===== src/rtl/input_mem_read_arbiter_if.sv =====
// Bundle of the two client read ports and the shared input-memory read port
// seen by input_mem_read_arbiter.
//   slave  : arbiter view (takes client requests and memory returns)
//   master : environment view (clients and memory buffer)
interface input_mem_read_arbiter_if #(
  parameter int INMEM_BYTE_WIDTH    = 1,
  parameter int INMEM_ADDRESS_WIDTH = 17
);
  // client 0 read port
  logic                             c0ReadReq;
  logic                             c0ReadAck;
  logic [INMEM_ADDRESS_WIDTH-1:0]   c0ReadAdd;
  logic                             c0ReadDataValid;
  // client 1 read port
  logic                             c1ReadReq;
  logic                             c1ReadAck;
  logic [INMEM_ADDRESS_WIDTH-1:0]   c1ReadAdd;
  logic                             c1ReadDataValid;
  // return data shared by both clients
  logic [INMEM_BYTE_WIDTH*8-1:0]    clientReadData;
  // input-memory read port
  logic                             inputMemoryReadReq;
  logic                             inputMemoryReadAck;
  logic [INMEM_ADDRESS_WIDTH-1:0]   inputMemoryReadAdd;
  logic                             inputMemoryReadDataValid;
  logic [INMEM_BYTE_WIDTH*8-1:0]    inputMemoryReadData;
  // sticky error flag
  logic                             protocolError;

  modport slave (
    input  c0ReadReq, c0ReadAdd, c1ReadReq, c1ReadAdd,
    input  inputMemoryReadAck, inputMemoryReadDataValid, inputMemoryReadData,
    output c0ReadAck, c0ReadDataValid, c1ReadAck, c1ReadDataValid, clientReadData,
    output inputMemoryReadReq, inputMemoryReadAdd, protocolError
  );

  modport master (
    output c0ReadReq, c0ReadAdd, c1ReadReq, c1ReadAdd,
    output inputMemoryReadAck, inputMemoryReadDataValid, inputMemoryReadData,
    input  c0ReadAck, c0ReadDataValid, c1ReadAck, c1ReadDataValid, clientReadData,
    input  inputMemoryReadReq, inputMemoryReadAdd, protocolError
  );
endinterface


===== src/rtl/input_mem_read_arbiter.sv =====
// input_mem_read_arbiter
// Shares one input-memory read port between two compute clients. Requests are
// arbitrated round-robin and passed straight through to memory (no added
// latency); every accepted read records its client id in a small in-order tag
// FIFO so returning data can be steered back to the right client.
// Optional feature macro: INARB_GRANT_COUNT_EN adds saturating 16-bit
// per-client accept counters (c0GrantCount / c1GrantCount).
module input_mem_read_arbiter #(
  parameter int INMEM_BYTE_WIDTH    = 1,
  parameter int INMEM_ADDRESS_WIDTH = 17,
  parameter int TAG_DEPTH           = 4
) (
  input  logic                      clk,
  input  logic                      resetN,
  input_mem_read_arbiter_if.slave   bus
`ifdef INARB_GRANT_COUNT_EN
  ,
  output logic [15:0]               c0GrantCount,
  output logic [15:0]               c1GrantCount
`endif
);

  localparam int PTR_W = $clog2(TAG_DEPTH);
  localparam int CNT_W = PTR_W + 1;
  localparam logic [CNT_W-1:0] FULL_COUNT = CNT_W'(TAG_DEPTH);

  // arbitration / tag state
  logic                            lastGrant;
  logic [TAG_DEPTH-1:0]            tagMem;
  logic [PTR_W-1:0]                wrPtr;
  logic [PTR_W-1:0]                rdPtr;
  logic [CNT_W-1:0]                count;
  logic                            protocolErrorR;

  // combinational helpers
  logic                            selected;
  logic                            selReq;
  logic [INMEM_ADDRESS_WIDTH-1:0]  selAdd;
  logic                            full;
  logic                            memReq;
  logic                            accept;
  logic                            returnSeen;
  logic                            pop;
  logic                            badReturn;
  logic                            headId;

  // Round-robin select: a lone requester wins, otherwise the client not granted last
  always_comb begin
    selected = ~lastGrant;
    if (bus.c0ReadReq && !bus.c1ReadReq) begin
      selected = 1'b0;
    end else if (!bus.c0ReadReq && bus.c1ReadReq) begin
      selected = 1'b1;
    end else begin
      selected = ~lastGrant;
    end
  end

  // Request path mux, full gating and accept/return decode
  always_comb begin
    selReq     = selected ? bus.c1ReadReq : bus.c0ReadReq;
    selAdd     = selected ? bus.c1ReadAdd : bus.c0ReadAdd;
    full       = (count == FULL_COUNT);
    // outputs held low while reset is asserted, independent of the clock
    memReq     = resetN & selReq & ~full;
    accept     = memReq & bus.inputMemoryReadAck;
    returnSeen = resetN & bus.inputMemoryReadDataValid;
    pop        = returnSeen & (count != {CNT_W{1'b0}});
    badReturn  = returnSeen & (count == {CNT_W{1'b0}});
    headId     = tagMem[rdPtr];
  end

  assign bus.inputMemoryReadReq = memReq;
  assign bus.inputMemoryReadAdd = selAdd;
  assign bus.c0ReadAck          = accept & ~selected;
  assign bus.c1ReadAck          = accept & selected;
  assign bus.c0ReadDataValid    = pop & ~headId;
  assign bus.c1ReadDataValid    = pop & headId;
  assign bus.clientReadData     = bus.inputMemoryReadData;
  assign bus.protocolError      = protocolErrorR;

  // Grant history: remember who won the last accepted read
  always_ff @(posedge clk or negedge resetN) begin
    if (!resetN) begin
      lastGrant <= 1'b1;
    end else if (accept) begin
      lastGrant <= selected;
    end else begin
      lastGrant <= lastGrant;
    end
  end

  // Tag FIFO storage and pointers: push on accept, pop on a valid return
  always_ff @(posedge clk or negedge resetN) begin
    if (!resetN) begin
      tagMem <= {TAG_DEPTH{1'b0}};
      wrPtr  <= {PTR_W{1'b0}};
      rdPtr  <= {PTR_W{1'b0}};
    end else begin
      if (accept) begin
        tagMem[wrPtr] <= selected;
        wrPtr         <= wrPtr + 1'b1;
      end
      if (pop) begin
        rdPtr <= rdPtr + 1'b1;
      end
    end
  end

  // Outstanding-read count; push and pop in the same cycle cancel out
  always_ff @(posedge clk or negedge resetN) begin
    if (!resetN) begin
      count <= {CNT_W{1'b0}};
    end else begin
      case ({accept, pop})
        2'b10:   count <= count + 1'b1;
        2'b01:   count <= count - 1'b1;
        default: count <= count;
      endcase
    end
  end

  // Sticky flag for data returned while nothing is outstanding
  always_ff @(posedge clk or negedge resetN) begin
    if (!resetN) begin
      protocolErrorR <= 1'b0;
    end else begin
      protocolErrorR <= protocolErrorR | badReturn;
    end
  end

`ifdef INARB_GRANT_COUNT_EN
  // Per-client saturating accept counters
  always_ff @(posedge clk or negedge resetN) begin
    if (!resetN) begin
      c0GrantCount <= 16'd0;
      c1GrantCount <= 16'd0;
    end else begin
      if (accept && !selected && (c0GrantCount != 16'hFFFF)) begin
        c0GrantCount <= c0GrantCount + 16'd1;
      end
      if (accept && selected && (c1GrantCount != 16'hFFFF)) begin
        c1GrantCount <= c1GrantCount + 16'd1;
      end
    end
  end
`endif

endmodule


===== src/flat_wrapper.sv =====
// flat-port wrapper written by rule: the top's interface ports become plain ports
module input_mem_read_arbiter_flat 
#(
  parameter int INMEM_BYTE_WIDTH    = 1,
  parameter int INMEM_ADDRESS_WIDTH = 17,
  parameter int TAG_DEPTH           = 4
)
  (clk, resetN, bus_c0ReadReq, bus_c0ReadAdd, bus_c1ReadReq, bus_c1ReadAdd, bus_inputMemoryReadAck, bus_inputMemoryReadDataValid, bus_inputMemoryReadData, bus_c0ReadAck, bus_c0ReadDataValid, bus_c1ReadAck, bus_c1ReadDataValid, bus_clientReadData, bus_inputMemoryReadReq, bus_inputMemoryReadAdd, bus_protocolError);
  input_mem_read_arbiter_if #(.INMEM_BYTE_WIDTH(INMEM_BYTE_WIDTH), .INMEM_ADDRESS_WIDTH(INMEM_ADDRESS_WIDTH)) bus_i ();
  input  logic clk;
  input  logic resetN;
  input wire logic [$bits(bus_i.c0ReadReq)-1:0] bus_c0ReadReq;
  input wire logic [$bits(bus_i.c0ReadAdd)-1:0] bus_c0ReadAdd;
  input wire logic [$bits(bus_i.c1ReadReq)-1:0] bus_c1ReadReq;
  input wire logic [$bits(bus_i.c1ReadAdd)-1:0] bus_c1ReadAdd;
  input wire logic [$bits(bus_i.inputMemoryReadAck)-1:0] bus_inputMemoryReadAck;
  input wire logic [$bits(bus_i.inputMemoryReadDataValid)-1:0] bus_inputMemoryReadDataValid;
  input wire logic [$bits(bus_i.inputMemoryReadData)-1:0] bus_inputMemoryReadData;
  output wire logic [$bits(bus_i.c0ReadAck)-1:0] bus_c0ReadAck;
  output wire logic [$bits(bus_i.c0ReadDataValid)-1:0] bus_c0ReadDataValid;
  output wire logic [$bits(bus_i.c1ReadAck)-1:0] bus_c1ReadAck;
  output wire logic [$bits(bus_i.c1ReadDataValid)-1:0] bus_c1ReadDataValid;
  output wire logic [$bits(bus_i.clientReadData)-1:0] bus_clientReadData;
  output wire logic [$bits(bus_i.inputMemoryReadReq)-1:0] bus_inputMemoryReadReq;
  output wire logic [$bits(bus_i.inputMemoryReadAdd)-1:0] bus_inputMemoryReadAdd;
  output wire logic [$bits(bus_i.protocolError)-1:0] bus_protocolError;
  assign bus_i.c0ReadReq = bus_c0ReadReq;
  assign bus_i.c0ReadAdd = bus_c0ReadAdd;
  assign bus_i.c1ReadReq = bus_c1ReadReq;
  assign bus_i.c1ReadAdd = bus_c1ReadAdd;
  assign bus_i.inputMemoryReadAck = bus_inputMemoryReadAck;
  assign bus_i.inputMemoryReadDataValid = bus_inputMemoryReadDataValid;
  assign bus_i.inputMemoryReadData = bus_inputMemoryReadData;
  assign bus_c0ReadAck = bus_i.c0ReadAck;
  assign bus_c0ReadDataValid = bus_i.c0ReadDataValid;
  assign bus_c1ReadAck = bus_i.c1ReadAck;
  assign bus_c1ReadDataValid = bus_i.c1ReadDataValid;
  assign bus_clientReadData = bus_i.clientReadData;
  assign bus_inputMemoryReadReq = bus_i.inputMemoryReadReq;
  assign bus_inputMemoryReadAdd = bus_i.inputMemoryReadAdd;
  assign bus_protocolError = bus_i.protocolError;
  input_mem_read_arbiter #(.INMEM_BYTE_WIDTH(INMEM_BYTE_WIDTH), .INMEM_ADDRESS_WIDTH(INMEM_ADDRESS_WIDTH), .TAG_DEPTH(TAG_DEPTH)) u_core (.clk(clk), .resetN(resetN), .bus(bus_i));
endmodule

===== config.mk =====
export PLATFORM = sky130hd
export DESIGN_NAME = input_mem_read_arbiter_flat
export DESIGN_NICKNAME = d
export VERILOG_FILES = /design/src/rtl/input_mem_read_arbiter_if.sv /design/src/rtl/input_mem_read_arbiter.sv /design/src/flat_wrapper.sv
export SDC_FILE = /design/constraint.sdc
export NUM_CORES = 1
export LEC_CHECK = 0
export BUFFER_PORTS_ARGS = -buffer_cell sky130_fd_sc_hd__buf_2
export CAP_MARGIN = 0
export CELL_PAD_IN_SITES_DETAIL_PLACEMENT = 1
export CELL_PAD_IN_SITES_GLOBAL_PLACEMENT = 2
export CORE_MARGIN = 2
export CORE_UTILIZATION = 23
export CTS_CLUSTER_SIZE = 8
export DETAILED_ROUTE_END_ITERATION = 8
export PLACE_DENSITY = 0.92
export SLEW_MARGIN = 0
export SYNTH_ARGS = -nofsm -noshare
export SYNTH_HDL_FRONTEND = slang
export SYNTH_SLANG_ARGS = --single-unit
export TNS_END_PERCENT = 10

===== constraint.sdc =====
create_clock -name clk -period 4.27 [get_ports clk]
set_clock_uncertainty 0.1 [all_clocks]
set_input_delay 0.854 -clock clk [delete_from_list [all_inputs] [get_ports clk]]
set_output_delay 0.854 -clock clk [all_outputs]
set_load 0.005 [all_outputs]

==> results.cfg, run 1 <==
[timing]
period_needed_ns = 3.15
setup_ws_ns = 1.12
tns_ns = 0
post-route-period-util = 0.738
worst_slew_pin_slew_ns = 0.556
drv_slew = 0
whs_ns = 0.361
max_freq_mhz = 318
hold_viol_final = 0
rsz0062_at_grt = false
relSlewSlack = 0.629
setup_viol = 0

[worst_setup_path]
slowest_delay_ns = 0.50
arrival_ns = 2.20
cp-end-kind = output pin
cp_max_fo = 19
cp_slowest_cell = a21oi_4
start_kind = primary input
crit_family = compound AO/OA/AOI/OAI gates
path_cells = buf_2 -> nand2b_1 -> a21oi_4 -> mux2_2 -> buf_2
crit_path_frequent_cell = buf_2
cp_num_buf_inv = 2
required_ns = 3.32
worstSetupPathType = primary input to output pin
critPathLaunch = bus_c0ReadReq
rr_startpoint = u_core.count[0]

[cts]
clkLatencyLatePin_ns = 0.24
cts_tree = built
cts_hold_buf = 0
clockBufferDepth = 2
cts_resized = 0
path_clk_slew_ns = 0.05
post-cts-setup-buffers = 0
htree_levels = 1
cts_buffers = 3
root_buffer = clkbuf_8
cts_sinks = 13

[synthesis]
yosys-top-cells-area = dfrtp_1 (30%), mux2_2 (12%), mux2_1 (9.0%)
synth_edf_count = 0
synth_common_cells = dfrtp_1 (12), mux2_2 (11), buf_4 (8), mux2_1 (8)
yosysTopAreaCell = dfrtp_1
syn_nets = 140
ys_seq_area_frac = 0.328
synth_adder_area_share = 0.0829
synth_mux_area_frac = 0.247
avgSynthCellArea_um2 = 11.6
yosys.area_share.xor_xnor = 0.0528
synthSimpleGateAreaFrac = 0.0628
syn-cell-area_um2 = 996
ys_seq_elements = 13
yosys_warnings = 0
postSynthCellCount = 86
yosysMostFrequentCell = dfrtp_1
synth.top_cell.area_share = 0.302
synthArstFlopShare = 1.00
synth_compound_area_frac = 0.124
ys_types = 30
synth_top_family_by_area = multiplexers
synthFlopType = dfrtp_1

[placed_design]
dpl_cell_area_um2 = 1290
dpl_worst_slack_ns = 1.10
place_congestion = 0.748
hpwl_mm = 2.18
portBuffers = 62

[final_layout]
drive_gt1_frac = 0.592
diodes = 0
area_growth_pct = 33.7
post-route-cell-area_um2 = 1330
finalNetCount = 197

[global_routing]
grt_pass1_vias = 979
grt_max_degree = 20
grt_antenna_before_repair = 0
gr-total-overflow = 0
grt.total_usage = 0.111
grt_pass1_wl_mm = 4.37

[floorplanning]
rows = 23
ioPinCount = 79
die-area_um2 = 4870
die_x_um = 69.8
die_h_um = 69.8
core-area_um2 = 4090
start_util = 0.244

[drt]
drt_wl_total_mm = 2.55
route.met2.wl_mm = 1.28
drtAntennaViolNets = 0
drt-pass1-iter-count = 4
highest_layer = met4
via_count = 865
wl_met1_um = 976
met3_length_um = 270
detail_route.iter0.violations = 32
wl_per_cell_um = 13.3
via_per_inst = 4.51
drc = 0

[worst_hold_path]
hp-class = register to register
hp-start = u_core.bus.protocolError

[run_status]
outcome = finished, final reports clean

[pwr]
powerDensity_nw_per_um2 = 522
total_power_mw = 0.694
p_leak_nw = 0.665
vdd_drop_max_v = 0.000144

[job]
drv_cap = 0
==> cells in the final DEF, fill, tap and decap left out, drive strengths merged <==
master / instances
mux4: 1
nor2: 3
o311a: 1
a31o: 1
dfstp: 1
ha: 5
o211a: 2
or3b: 1
a21o: 1
nor2b: 2
inv: 5
a41oi: 4
and2: 1
a21oi: 1
mux2: 19
xnor2: 3
xor2: 3
nand2b: 1
buf: 62
mux2i: 1
dfrtp: 12
fa: 1
nor3: 1
a31oi: 4
nand2: 2
clkbuf: 4
==> stage by stage <==
step	util	cells
2_1_floorplan	-	86
6_report	0.326	192
5_1_grt	0.326	192
3_3_place_gp	0.315	188
4_1_cts	0.326	192
3_5_place_dp	0.315	188
==> final cells by class <==
cell class	count	area (um2)
Clock buffer	4	45.0
Fill cell	506	2760
Inverter	5	18.8
Multi-Input combinational cell	58	568
Sequential cell	13	327
Tap cell	50	62.6
Timing Repair Buffer	62	310
==> per-layer routing <==
| layer | up-vias | GRT usage |
|---|---|---|
| li1 | 418 | - |
| met1 | 395 | 0.125 |
| met2 | 48 | 0.193 |
| met3 | 4 | 0.0538 |
| met4 | 0 | 0.0214 |
| met5 | - | 0 |
==> registers in the layout, summed over array words and instances (netlist names) <==
signal and cells:
u_core.count 3, u_core.bus.protocolError 1, u_core.tagMem 4, u_core.wrPtr 2, u_core.rdPtr 2, u_core.lastGrant 1
==> worst register-to-register path, delay by kind of cell, from the launching register on <==
kind / cells / cell delay (ns)
and+or+nand+nor: 3 / 0.81
adders and majority gates: 2 / 0.58
DFF: 1 / 0.43
xor gates and xnor gates: 2 / 0.30
buffers and inverters: 1 / 0.06
==> logic make-up after synthesis <==
logic type	after synthesis
AND/OR/NAND/NOR	11
buffers and inverters	15
flip-flops	13
XOR/XNOR	6
AO/OA/AOI/OAI	14
adder cells (fa/ha/maj)	6
multiplexers	21
==> worst paths after layout <==
check,cells past startpoint,to,slack [ns]
worst min register to register,1,u_core.bus.protocolError,0.36
worst min-delay path,1,u_core.bus.protocolError,0.36
worst max register to register,8,u_core.count[2],1.91
max in group asynchronous,1,u_core.lastGrant,3.35
worst max-delay path,5,bus_inputMemoryReadAdd[11],1.12
min in group asynchronous,1,u_core.bus.protocolError,0.41
==> power by group <==
part	switching, mW	internal (mW)
clock network	0.0431	0.0659
registers	0.0573	0.191
logic	0.151	0.186
total	0.251	0.443
Note: power is estimated with default switching activity, not from simulation.
==> run 2, diff against run 1 <==
--- a/config.mk
+++ b/config.mk
@@ -10,10 +10,10 @@
 export CELL_PAD_IN_SITES_DETAIL_PLACEMENT = 1
 export CELL_PAD_IN_SITES_GLOBAL_PLACEMENT = 2
 export CORE_MARGIN = 2
-export CORE_UTILIZATION = 23
+export CORE_UTILIZATION = 19
 export CTS_CLUSTER_SIZE = 8
 export DETAILED_ROUTE_END_ITERATION = 8
-export PLACE_DENSITY = 0.92
+export PLACE_DENSITY = 0.82
 export SLEW_MARGIN = 0
 export SYNTH_ARGS = -nofsm -noshare
 export SYNTH_HDL_FRONTEND = slang
==> constraint.sdc (replaced) <==
create_clock -name clk -period 2.7 [get_ports clk]
set_clock_uncertainty 0.1 [all_clocks]
set_input_delay 0.54 -clock clk [delete_from_list [all_inputs] [get_ports clk]]
set_output_delay 0.54 -clock clk [all_outputs]
set_load 0.005 [all_outputs]
==> results.cfg, run 2 (same netlist as run 1, synthesis figures left out) <==
[cts]
post-cts-setup-buffers = 0
cts_tree = built
cts_hold_buf = 0
path_clk_slew_ns = 0.05
clockBufferDepth = 2
htree_levels = 1
root_buffer = clkbuf_8
clkLatencyLatePin_ns = 0.25
cts_buffers = 3
cts_resized = 0
cts_sinks = 13

[global_routing]
grt_pass1_vias = 946
grt_antenna_before_repair = 0
grt_max_degree = 20
grt.total_usage = 0.0998
grt_pass1_wl_mm = 4.57
gr-total-overflow = 0

[drt]
via_count = 874
drt-pass1-iter-count = 2
drt_wl_total_mm = 2.70
drc = 0
via_per_inst = 4.08
wl_per_cell_um = 12.6
drtAntennaViolNets = 0
detail_route.iter0.violations = 17

[final_layout]
largest_reg_flops = 4
post-route-cell-area_um2 = 1380
finalNetCount = 199
fill_cells = 615
most-common-layout-cells = buf_2 (62), dfrtp_1 (12), mux2_2 (11), mux2_1 (8)
diodes = 0
reg.largest.list = u_core.tagMem x4, u_core.count x3
final_common_cell = buf_2
area_growth_pct = 38.9
regMostFlops = u_core.tagMem
drive_gt1_frac = 0.597

[worst_setup_path]
rrSetupSlack_ns = 0.36
cp_slowest_cell = or3b_1
crit_family = simple AND/OR/NAND/NOR gates
slowest_delay_ns = 0.51
cp_max_fo = 6
start_kind = register
crit_path_frequent_cell = xor2_1
worstSetupPathType = register to register
arrival_ns = 2.41
required_ns = 2.77
cp_num_buf_inv = 1
path_cells = or3b_1 -> nand2_2 -> ha_1 -> inv_1 -> fa_1 -> xor2_1 -> nor2_1 -> xor2_1
cp-end-kind = register

[pwr]
powerDensity_nw_per_um2 = 819
p_leak_nw = 0.679
vdd_drop_max_v = 0.000207

[placed_design]
place_congestion = 0.770
hpwl_mm = 2.32
portBuffers = 62
dpl_cell_area_um2 = 1340

[floorplanning]
start_util = 0.196
die_h_um = 76.4
core-area_um2 = 5070
ioPinCount = 79
die_x_um = 76.4
die-area_um2 = 5840
rows = 26

[timing]
relSlewSlack = 0.823
tns_ns = 0
hold_viol_final = 0
rsz0062_at_grt = false
setup_viol = 0
max_freq_mhz = 427
worst_slew_pin_slew_ns = 0.265
period_needed_ns = 2.34
post-route-period-util = 0.867
drv_slew = 0

[worst_hold_path]
hp-class = primary input to async pin

[run_status]
outcome = finished, final reports clean

[job]
drv_cap = 0
[run 2: cell types whose count changed in the layout (fill, tap and decap cells not counted), sizes merged]
| cell | previous run | this run |
|---|---|---|
| buf | 62 | 64 |
[run 2: cell type report]
type	instances	area (um2)	share of cell area
tap	70	87.6	0.0633
timing repair buffer	64	338	0.244
multi-input combinational	58	568	0.410
inverter	5	18.8	0.0136
sequential	13	327	0.236
clock buffer	4	45.0	0.0325
[run 2: power breakdown]
group / internal, mW / switching, mW / leakage [nW] / total, mW
clock network: 0.104 / 0.0708 / 0.0228 / 0.175
registers: 0.303 / 0.0945 / 0.148 / 0.397
logic: 0.316 / 0.244 / 0.508 / 0.560
total: 0.723 / 0.410 / 0.679 / 1.13
[run 2: final timing paths]
check                                           endpoint  cells past startpoint                     start
worst max-delay path                     u_core.count[2]                      8           u_core.count[0]
worst min-delay path                     u_core.count[2]                      1                    resetN
worst max register to register           u_core.count[2]                      8           u_core.count[0]
worst min register to register  u_core.bus.protocolError                      1  u_core.bus.protocolError
max in group asynchronous                u_core.rdPtr[0]                      2                    resetN
min in group clk                u_core.bus.protocolError                      1  u_core.bus.protocolError
[run 2: per-layer routing]
metal,GRT usage,part of all wire,vias to the layer above
li1,-,-,423
met1,0.115,0.42,397
met2,0.160,0.46,43
met3,0.0474,0.088,11
met4,0.0382,0.026,0
met5,0,0,-
[run 2: stage by stage]
| step | power, mW | utilization | hold slack, ns | setup slack, ns | std cells |
|---|---|---|---|---|---|
| detailed placement | 0.970 | 0.264 | 0.291 | 0.334 | 210 |
| global route | 1.24 | 0.273 | 0.0276 | 0.202 | 214 |
| global placement | 0.951 | 0.264 | 0.295 | 0.350 | 210 |
| finish | 1.13 | 0.273 | 0.0243 | 0.360 | 214 |
| CTS | 1.16 | 0.273 | 0.0210 | 0.339 | 214 |
| floorplan | 0.781 | - | 0.144 | 0.541 | 86 |
